<file path="src/rtl/uart_cmd_parser_if.sv">
// Byte handshake bundle around uart_cmd_parser.
// slave  : the parser's view. It consumes RX bytes, produces TX bytes and register writes.
// master : the surrounding side, which is the UART, the register file or a testbench.
interface uart_cmd_parser_if;
  logic [7:0]  rx_data;
  logic        rx_rec_flag;
  logic        rx_clr;
  logic [7:0]  tx_data;
  logic        tx_start;
  logic        tx_done;
  logic        tx_idle;
  logic        reg_wr;
  logic [7:0]  reg_addr;
  logic [15:0] reg_wdata;
  logic        frame_err;
  logic        busy;

  modport slave (
    input  rx_data, rx_rec_flag, tx_done, tx_idle,
    output rx_clr, tx_data, tx_start, reg_wr, reg_addr, reg_wdata, frame_err, busy
  );

  modport master (
    output rx_data, rx_rec_flag, tx_done, tx_idle,
    input  rx_clr, tx_data, tx_start, reg_wr, reg_addr, reg_wdata, frame_err, busy
  );
endinterface

</file>
<file path="src/rtl/uart_cmd_parser.sv">
// uart_cmd_parser: collects 5-byte frames {HDR, ADDR, DHI, DLO, CSUM} from the UART
// receiver and checks CSUM == ADDR+DHI+DLO (mod 256). A good frame issues one register
// write and an ACK reply. A bad frame pulses frame_err and sends a NAK reply.
// Optional feature: define UART_CMD_TIMEOUT_EN to drop a partial frame when the gap
// between two bytes reaches TIMEOUT_CYCLES-1 clocks. Without it, a partial frame waits
// indefinitely.
module uart_cmd_parser #(
  parameter int unsigned TIMEOUT_CYCLES = 1_000_000,
  parameter logic [7:0]  HDR_BYTE       = 8'hA5,
  parameter logic [7:0]  ACK_BYTE       = 8'h06,
  parameter logic [7:0]  NAK_BYTE       = 8'h15
) (
  input  logic             clk,
  input  logic             rst,
  uart_cmd_parser_if.slave bus
);

  typedef enum logic [2:0] {
    S_IDLE,
    S_ADDR,
    S_DHI,
    S_DLO,
    S_CSUM,
    S_EXEC,
    S_REPLY,
    S_WAIT_TX
  } state_e;

  state_e      state_q, state_d;
  logic        skip_q, skip_d;
  logic [7:0]  addr_q, addr_d;
  logic [7:0]  dhi_q, dhi_d;
  logic [7:0]  dlo_q, dlo_d;
  logic        reg_wr_q, reg_wr_d;
  logic        frame_err_q, frame_err_d;
  logic [7:0]  reg_addr_q, reg_addr_d;
  logic [15:0] reg_wdata_q, reg_wdata_d;
  logic [7:0]  tx_data_q, tx_data_d;

  logic        intake_state;
  logic        in_frame;
  logic        accept;
  logic        timeout;
  logic        tx_start;
  logic [7:0]  sum;

  // States that take bytes from the receiver. The other states leave bytes pending in the UART.
  assign intake_state = (state_q == S_IDLE) || (state_q == S_ADDR) || (state_q == S_DHI) ||
                        (state_q == S_DLO)  || (state_q == S_CSUM);
  assign in_frame     = (state_q == S_ADDR) || (state_q == S_DHI) ||
                        (state_q == S_DLO)  || (state_q == S_CSUM);

  // rx_rec_flag falls only one cycle after rx_clr. skip_q blocks that stale cycle.
  assign accept = intake_state && bus.rx_rec_flag && !skip_q;
  assign sum    = addr_q + dhi_q + dlo_q;

`ifdef UART_CMD_TIMEOUT_EN
  localparam int unsigned CNT_W = (TIMEOUT_CYCLES > 1) ? $clog2(TIMEOUT_CYCLES) : 1;
  localparam logic [CNT_W-1:0] CNT_LAST = CNT_W'(TIMEOUT_CYCLES - 1);

  logic [CNT_W-1:0] gap_cnt_q, gap_cnt_d;

  // Inter-byte gap counter. It clears on each captured byte and outside a frame, and it saturates.
  always_comb begin
    gap_cnt_d = gap_cnt_q;
    if (!in_frame || accept) begin
      gap_cnt_d = '0;
    end else if (gap_cnt_q != CNT_LAST) begin
      gap_cnt_d = gap_cnt_q + 1'b1;
    end
  end

  // Gap counter register.
  always_ff @(posedge clk) begin
    if (!rst) begin
      gap_cnt_q <= '0;
    end else begin
      gap_cnt_q <= gap_cnt_d;
    end
  end

  // A byte captured in the limit cycle still arrived in time, so it wins over the timeout.
  assign timeout = in_frame && !accept && (gap_cnt_q == CNT_LAST);
`else
  assign timeout = 1'b0;
`endif

  // Next-state logic, byte capture, checksum decision and reply hand-off.
  always_comb begin
    // NOTE: every variable gets its default before the case statement, so no path can
    // leave a signal unassigned and infer a latch.
    state_d     = state_q;
    skip_d      = accept;
    addr_d      = addr_q;
    dhi_d       = dhi_q;
    dlo_d       = dlo_q;
    reg_wr_d    = 1'b0;
    frame_err_d = 1'b0;
    reg_addr_d  = reg_addr_q;
    reg_wdata_d = reg_wdata_q;
    tx_data_d   = tx_data_q;
    tx_start    = 1'b0;

    case (state_q)
      S_IDLE: begin
        if (accept && (bus.rx_data == HDR_BYTE)) begin
          state_d = S_ADDR;
        end
      end
      S_ADDR: begin
        if (accept) begin
          addr_d  = bus.rx_data;
          state_d = S_DHI;
        end
      end
      S_DHI: begin
        if (accept) begin
          dhi_d   = bus.rx_data;
          state_d = S_DLO;
        end
      end
      S_DLO: begin
        if (accept) begin
          dlo_d   = bus.rx_data;
          state_d = S_CSUM;
        end
      end
      S_CSUM: begin
        // Decide here, so the write strobe and the new address/data are registered together into EXEC.
        if (accept) begin
          state_d = S_EXEC;
          if (bus.rx_data == sum) begin
            reg_wr_d    = 1'b1;
            reg_addr_d  = addr_q;
            reg_wdata_d = {dhi_q, dlo_q};
            tx_data_d   = ACK_BYTE;
          end else begin
            frame_err_d = 1'b1;
            tx_data_d   = NAK_BYTE;
          end
        end
      end
      S_EXEC: begin
        state_d = S_REPLY;
      end
      S_REPLY: begin
        if (bus.tx_idle) begin
          tx_start = 1'b1;
          state_d  = S_WAIT_TX;
        end
      end
      S_WAIT_TX: begin
        if (bus.tx_done) begin
          state_d = S_IDLE;
        end
      end
      default: begin
        state_d = S_IDLE;
      end
    endcase

    if (timeout) begin
      state_d     = S_IDLE;
      frame_err_d = 1'b1;
    end
  end

  // State, shadow and output registers. Synchronous active-low reset.
  always_ff @(posedge clk) begin
    // NOTE: sequential state uses non-blocking assignments, so every register samples
    // pre-edge values.
    if (!rst) begin
      state_q     <= S_IDLE;
      skip_q      <= 1'b0;
      addr_q      <= '0;
      dhi_q       <= '0;
      dlo_q       <= '0;
      reg_wr_q    <= 1'b0;
      frame_err_q <= 1'b0;
      reg_addr_q  <= '0;
      reg_wdata_q <= '0;
      tx_data_q   <= '0;
    end else begin
      state_q     <= state_d;
      skip_q      <= skip_d;
      addr_q      <= addr_d;
      dhi_q       <= dhi_d;
      dlo_q       <= dlo_d;
      reg_wr_q    <= reg_wr_d;
      frame_err_q <= frame_err_d;
      reg_addr_q  <= reg_addr_d;
      reg_wdata_q <= reg_wdata_d;
      tx_data_q   <= tx_data_d;
    end
  end

  assign bus.rx_clr    = accept;
  assign bus.tx_data   = tx_data_q;
  assign bus.tx_start  = tx_start;
  assign bus.reg_wr    = reg_wr_q;
  assign bus.reg_addr  = reg_addr_q;
  assign bus.reg_wdata = reg_wdata_q;
  assign bus.frame_err = frame_err_q;
  assign bus.busy      = (state_q != S_IDLE);

endmodule

</file>
<file path="src/flat_wrapper.sv">
// flat-port wrapper written by rule: the top's interface ports become plain ports
module uart_cmd_parser_flat 
#(
  parameter int unsigned TIMEOUT_CYCLES = 1_000_000,
  parameter logic [7:0]  HDR_BYTE       = 8'hA5,
  parameter logic [7:0]  ACK_BYTE       = 8'h06,
  parameter logic [7:0]  NAK_BYTE       = 8'h15
)
  (clk, rst, bus_rx_data, bus_rx_rec_flag, bus_tx_done, bus_tx_idle, bus_rx_clr, bus_tx_data, bus_tx_start, bus_reg_wr, bus_reg_addr, bus_reg_wdata, bus_frame_err, bus_busy);
  uart_cmd_parser_if bus_i ();
  input  logic clk;
  input  logic rst;
  input wire logic [$bits(bus_i.rx_data)-1:0] bus_rx_data;
  input wire logic [$bits(bus_i.rx_rec_flag)-1:0] bus_rx_rec_flag;
  input wire logic [$bits(bus_i.tx_done)-1:0] bus_tx_done;
  input wire logic [$bits(bus_i.tx_idle)-1:0] bus_tx_idle;
  output wire logic [$bits(bus_i.rx_clr)-1:0] bus_rx_clr;
  output wire logic [$bits(bus_i.tx_data)-1:0] bus_tx_data;
  output wire logic [$bits(bus_i.tx_start)-1:0] bus_tx_start;
  output wire logic [$bits(bus_i.reg_wr)-1:0] bus_reg_wr;
  output wire logic [$bits(bus_i.reg_addr)-1:0] bus_reg_addr;
  output wire logic [$bits(bus_i.reg_wdata)-1:0] bus_reg_wdata;
  output wire logic [$bits(bus_i.frame_err)-1:0] bus_frame_err;
  output wire logic [$bits(bus_i.busy)-1:0] bus_busy;
  assign bus_i.rx_data = bus_rx_data;
  assign bus_i.rx_rec_flag = bus_rx_rec_flag;
  assign bus_i.tx_done = bus_tx_done;
  assign bus_i.tx_idle = bus_tx_idle;
  assign bus_rx_clr = bus_i.rx_clr;
  assign bus_tx_data = bus_i.tx_data;
  assign bus_tx_start = bus_i.tx_start;
  assign bus_reg_wr = bus_i.reg_wr;
  assign bus_reg_addr = bus_i.reg_addr;
  assign bus_reg_wdata = bus_i.reg_wdata;
  assign bus_frame_err = bus_i.frame_err;
  assign bus_busy = bus_i.busy;
  uart_cmd_parser #(.TIMEOUT_CYCLES(TIMEOUT_CYCLES), .HDR_BYTE(HDR_BYTE), .ACK_BYTE(ACK_BYTE), .NAK_BYTE(NAK_BYTE)) u_core (.clk(clk), .rst(rst), .bus(bus_i));
endmodule
</file>
<file path="config.mk">
export PLATFORM = sky130hd
export DESIGN_NAME = uart_cmd_parser_flat
export DESIGN_NICKNAME = d
export VERILOG_FILES = /design/src/rtl/uart_cmd_parser_if.sv /design/src/rtl/uart_cmd_parser.sv /design/src/flat_wrapper.sv
export SDC_FILE = /design/constraint.sdc
export NUM_CORES = 1
export LEC_CHECK = 0
export ABC_AREA = 1
export BUFFER_PORTS_ARGS = -buffer_cell sky130_fd_sc_hd__buf_2
export CORE_AREA = 3 3 77 79
export DETAILED_ROUTE_END_ITERATION = 7
export DIE_AREA = 0 0 80 82
export PLACE_DENSITY = 0.88
export SYNTH_ARGS = -nofsm -noshare
export SYNTH_HDL_FRONTEND = slang
export SYNTH_SLANG_ARGS = --single-unit
</file>
<file path="constraint.sdc">
create_clock -name clk -period 4.45 [get_ports clk]
set_clock_uncertainty 0.05 [all_clocks]
set_input_delay 0.89 -clock clk [delete_from_list [all_inputs] [get_ports clk]]
set_output_delay 0.89 -clock clk [all_outputs]
set_load 0.005 [all_outputs]
</file>
# [Word-level counts from Yosys, hierarchy flattened]
# Cells that the tools add are included.
[word_totals] n_memories=0 mem_bits_rw=0 rom_bits=0 out_inout_bits=37 wordCells=58 register_bits=62 latch_bits=0 input_bits=13
[op_classes] reduce_logical=17 shift=0 mul=0 bitwise_logic=0 div=0 n_addsub=2 mux=13 n_eq_ne=16 order_cmp=0
[op_table] cell="3-bit one-hot mux with 8 select lines" count=1
[op_table] cell="3-bit two-way mux" count=7
[op_table] cell="8-bit adder" count=2
[op_table] cell="3-bit equality test (second input constant)" count=4
[op_table] cell="8-bit equality test" count=1
[op_table] cell="8-bit equality test (second input constant)" count=1
[op_table] cell="2-bit by 1-bit inequality test with 1-bit output (second input constant)" count=4
[op_table] cell="2-bit AND reduction" count=4
[op_table] cell="7-bit AND reduction" count=1
[op_table] cell="3-bit by 2-bit equality test with 1-bit output (second input constant)" count=2
[op_table] cell="2-bit inequality test (second input constant)" count=3
[op_table] cell="3-bit AND reduction" count=2
[op_table] cell="5-bit two-way mux" count=1
[op_table] cell="1-bit logical OR" count=4
[op_table] cell="1-bit two-way mux" count=4
[op_table] cell="3-bit by 1-bit equality test with 1-bit output (second input constant)" count=1
[op_table] cell="1-bit logical AND" count=3
[op_table] cell="3-bit logical NOT" count=1
[op_table] cell="3-bit nonzero test" count=1
[op_table] cell="1-bit logical NOT" count=1

# [Depth between registers and ports, before layout]
[depth] ltp_word=10 depth_mapped=17

# [Worst setup path after synthesis]
# No wires, ideal clock.
[synth_timing] kind="flip-flop to flip-flop" start="reg u_core.dlo_q[1]" end="reg u_core.reg_wdata_q[10] (netlist: u_core.bus.reg_wdata[10])" t_arrival_ns=2.380 setup_slack_ns=1.905 required_time_ns=4.285 path_stages_with_launch=17 path_cell_list="dfxtp_1 fa_1 ha_1 fa_1 inv_1 nand2_1 nand3b_1 nand2_1 inv_1 nand2_1 nor2_2 nand2_2 nor2_4 buf_6 nand3_1 nand2_1 nor2_1"
[synth_via] elab_chain_len=3
[synth_lines] element="start, declared" line_no="uart_cmd_parser.sv:33" source="logic [7:0] dlo_q, dlo_d;"
[synth_lines] element="start signal, assigned" line_no="uart_cmd_parser.sv:188" source="dlo_q <= dlo_d;"
[synth_lines] element="8-bit adder" line_no="uart_cmd_parser.sv:55" source="assign sum = addr_q + dhi_q + dlo_q;"
[synth_lines] element="8-bit equality test" line_no="uart_cmd_parser.sv:132" source="if (bus.rx_data == sum) begin"
[synth_lines] element="3-bit AND reduction (no source line)"
[synth_lines] element="end signal, assigned" line_no="uart_cmd_parser.sv:192" source="reg_wdata_q <= reg_wdata_d;"
[synth_lines] element="end, declared" line_no="uart_cmd_parser.sv:37" source="logic [15:0] reg_wdata_q, reg_wdata_d;"
# Every way passes these cells.
# A chain may end at the register's enable or synchronous reset.

# [Final worst setup path]
# Ends and elaborated chain as after synthesis.

==> summary.md <==
| Metric | Value |
|---|---|
| Detailed placer's ending HPWL | `4.644 mm` |
| H-tree Lvls | `3` |
| P_leak | `about 1.6 nW` |
| Startpoint types | `flip-flop` |
| Die width | `80 µm` |
| Worst path required time | `4.63 ns` |
| Post-route ant nets | `0` |
| Final hold violation count | `0` |
| GR Util All Layers | `0.2117` |
| Post-synth cell types | `28` |
| Antenna diodes | `0` |
| Setup bufs post-CTS | `0` |
| Post-synth EDFFs | `0` |
| Crit path DAT | `roughly 3.5 ns` |
| Clock transition at path regs | `0.06 ns` |
| Setup TNS | `0 ns` |
| Sw Pwr | `0.2343 mW` |
| Worst min path class | `flip-flop to flip-flop` |
| Critical path class | `flip-flop to flip-flop` |
| Synth Warn # | `0` |
| Core Region | `between 5000 and 6000 µm²` |
| RSZ-0062 raised after global routing | `no` |
| Minimum clock period | `3.360 ns` |
| Maximum vdd ir drop | `0.2990 mV` |
| Syn Area/Cell | `7.202 µm²` |
| Vias | `around 2600` |
| I/O Buffers | `45` |
| IO Pins | `50` |
| Area Overhead vs Synth | `13.86%` |
| Die area | `6560 µm²` |
| GPL Wtd Cong | `between 0.8 and 0.9` |
| First-pass GRT wire length | `10.62 mm` |
| Avg WL per Cell | `12.29 µm` |
| Synthesized instance count | `410` |
| Crit share post-route | `0.7551` |
| Pin count of the biggest net entering global routing | `56` |
| Max_cap viols | `0` |
| Seq/Total Area, Yosys | `0.3864` |
| WL final | `6.451 mm` |
| Worst-Skew Late Latency | `0.34 ns` |
| Top FF cell, synth | `dfxtp_1` |
| Area leader, netlist | `dfxtp_1` |
| Total congestion overflow | `0` |
| Nets | `475` |
| Initial drt markers | `147` |
| Slew Limit Fails | `0` |
| Worst-margin pin slew | `0.8480 ns` |
| Internal power | `between 0.8 and 0.9 mW` |
| Clock power frac | `0.496` |
| Initial Util | `0.5463` |
| CTS tree | `yes` |
| Clock buffer count from CTS | `9` |
| Count of final setup violators | `0` |
| Initial antenna violation count | `0` |
| Cell Rows | `27` |
| Initial DRT Pass Iterations | `5` |
| Pwr dens | `328.4 nW/µm²` |
| Vias in the first global route | `2420` |
| Combinational share of power | `0.041` |
| Clk sinks | `between 50 and 60` |
| FMAX | `about 300 MHz` |
| Min Hold Slack | `0.3929 ns` |
| Cts repair resizes | `0` |
| Crit path max fanout | `40` |
| Top cell type's share of synthesized area | `0.3864` |
| # hold bufs at CTS | `0` |
| Vias per Instance | `5.040` |
| #FFs+latches synth | `57` |
| Run status | `finished clean` |
| DRC Markers | `0` |
| Share of layout cells above drive strength 1 | `0.1611` |
| Critical Path Sink Type | `flip-flop` |
| DIE HEIGHT | `82 µm` |
| Synth async-reset ratio | `0` |
| Switch share | `0.2122` |
| Flop pwr share | `0.463` |
| CTS max path bufs | `2` |
| Worst slew margin | `0.4333` |
| Ranking of synthesized cells by area | `dfxtp_1, nand2_1, a21oi_1` |
| CTS root buffer | `clkbuf_8` |
| Cell Area, Synth | `approximately 3000 µm²` |
[cell families after synthesis]
kind of cell | after synthesis | share of synthesized area
buffers and inverters | 81 | 0.1297
adders and majority gates | 14 | 0.07966
and+or+nand+nor | 170 | 0.2462
xor gates and xnor gates | 4 | 0.01187
other | 1 | 0.001270
AOI/OAI and AO/OA | 83 | 0.1449
DFF | 57 | 0.3864
[per-stage QoR]
| stage | area, µm² | cells | utilization | total power, mW | worst slack (ns) |
|---|---|---|---|---|---|
| 4_1_cts | 3362 | 525 | 0.6220 | 1.111 | 1.103 |
| 2_1_floorplan | 2964 | 413 | - | 0.5554 | 1.905 |
| 3_5_place_dp | 3133 | 509 | 0.5796 | 0.5673 | 1.113 |
| 6_report | 3362 | 525 | 0.6220 | 1.104 | 1.090 |
| 5_1_grt | 3362 | 525 | 0.6220 | 1.141 | 0.8449 |
| 3_3_place_gp | 3133 | 509 | 0.5796 | 0.5666 | 1.231 |
[metal layers]
layer,vias up,routed length (µm),global-route usage
li1,1368,-,-
met1,1192,2737,0.2507
met2,70,3212,0.3568
met3,16,346,0.05921
met4,0,155,0.09797
met5,-,0,0
[registers in the layout (all words and copies together), names as in the netlist]
name / cells
u_core.bus.reg_addr: 8
u_core.dlo_q: 8
u_core.bus.tx_data: 3
u_core.addr_q: 8
u_core.skip_q: 1
u_core.bus.frame_err: 1
u_core.state_q: 3
u_core.dhi_q: 8
u_core.bus.reg_wdata: 16
u_core.bus.reg_wr: 1
[power groups by stage]
stage	combinational [mW]	sequential, mW	clock (mW)
finish	0.0455	0.511	0.547
global placement	0.0441	0.522	0
floorplan	0.0330	0.522	0
CTS	0.0451	0.511	0.555
global route	0.0519	0.511	0.578
detailed placement	0.0448	0.523	0
[worst max-delay path: stages (launching register included)]
cell     delay [ns]
dfxtp_1        0.33
fa_1           0.48
ha_1           0.25
fa_1           0.43
nand3_1        0.14
nand3_1        0.11
nand2_1        0.08
nand3_1        0.08
nand2_1        0.07
nand3_1        0.12
nor2_4         0.66
buf_4          0.27
nand3_1        0.07
nand2_1        0.08
nor2_1         0.05
[cell type report]
| class | instances | area (µm²) |
|---|---|---|
| inverter | 57 | 214.0 |
| multi-input combinational | 275 | 1440 |
| timing repair buffer | 48 | 247.7 |
| fill | 501 | 2043 |
| sequential | 57 | 1141 |
| tap | 72 | 90.09 |
| clock inverter | 5 | 77.57 |
| clock buffer | 11 | 151.4 |
[cells in the mapped netlist, drive strengths merged, types with 2 or more instances]
| master | number |
|---|---|
| nand2 | 82 |
| dfxtp | 57 |
| inv | 57 |
| a21oi | 53 |
| nor2 | 43 |
| nand3 | 40 |
| o21ai | 27 |
| buf | 22 |
| fa | 8 |
| ha | 6 |
| nor3 | 3 |
| xnor2 | 3 |
| clkbuf | 2 |
[cell usage in the layout, fill, tap and decap left out]
cell type and count:
a211oi_1 1, a21oi_1 53, a22oi_1 1, buf_2 45, buf_4 3, bufinv_16 2
clkbuf_8 11, clkinv_2 2, clkinvlp_4 1, conb_1 4, dfxtp_1 57, fa_1 8
ha_1 6, inv_1 55, inv_2 2, nand2_1 79, nand2_2 3, nand3_1 40
nand3b_1 1, nand4_1 1, nor2_1 41, nor2_2 1, nor2_4 1, nor3_1 2
nor3_4 1, o21ai_0 27, o22ai_2 1, xnor2_1 3, xor2_1 1
[path summary, 6_finish.rpt]
check                              to  slack, ns                   from  cells after the start
max reg2reg  u_core.bus.reg_wdata[10]       1.09        u_core.dlo_q[1]                     14
min reg2reg     u_core.bus.tx_data[2]       0.39  u_core.bus.tx_data[2]                      2
max          u_core.bus.reg_wdata[10]       1.09        u_core.dlo_q[1]                     14
min             u_core.bus.tx_data[2]       0.39  u_core.bus.tx_data[2]                      2
Power figures use the tool's default switching activity.
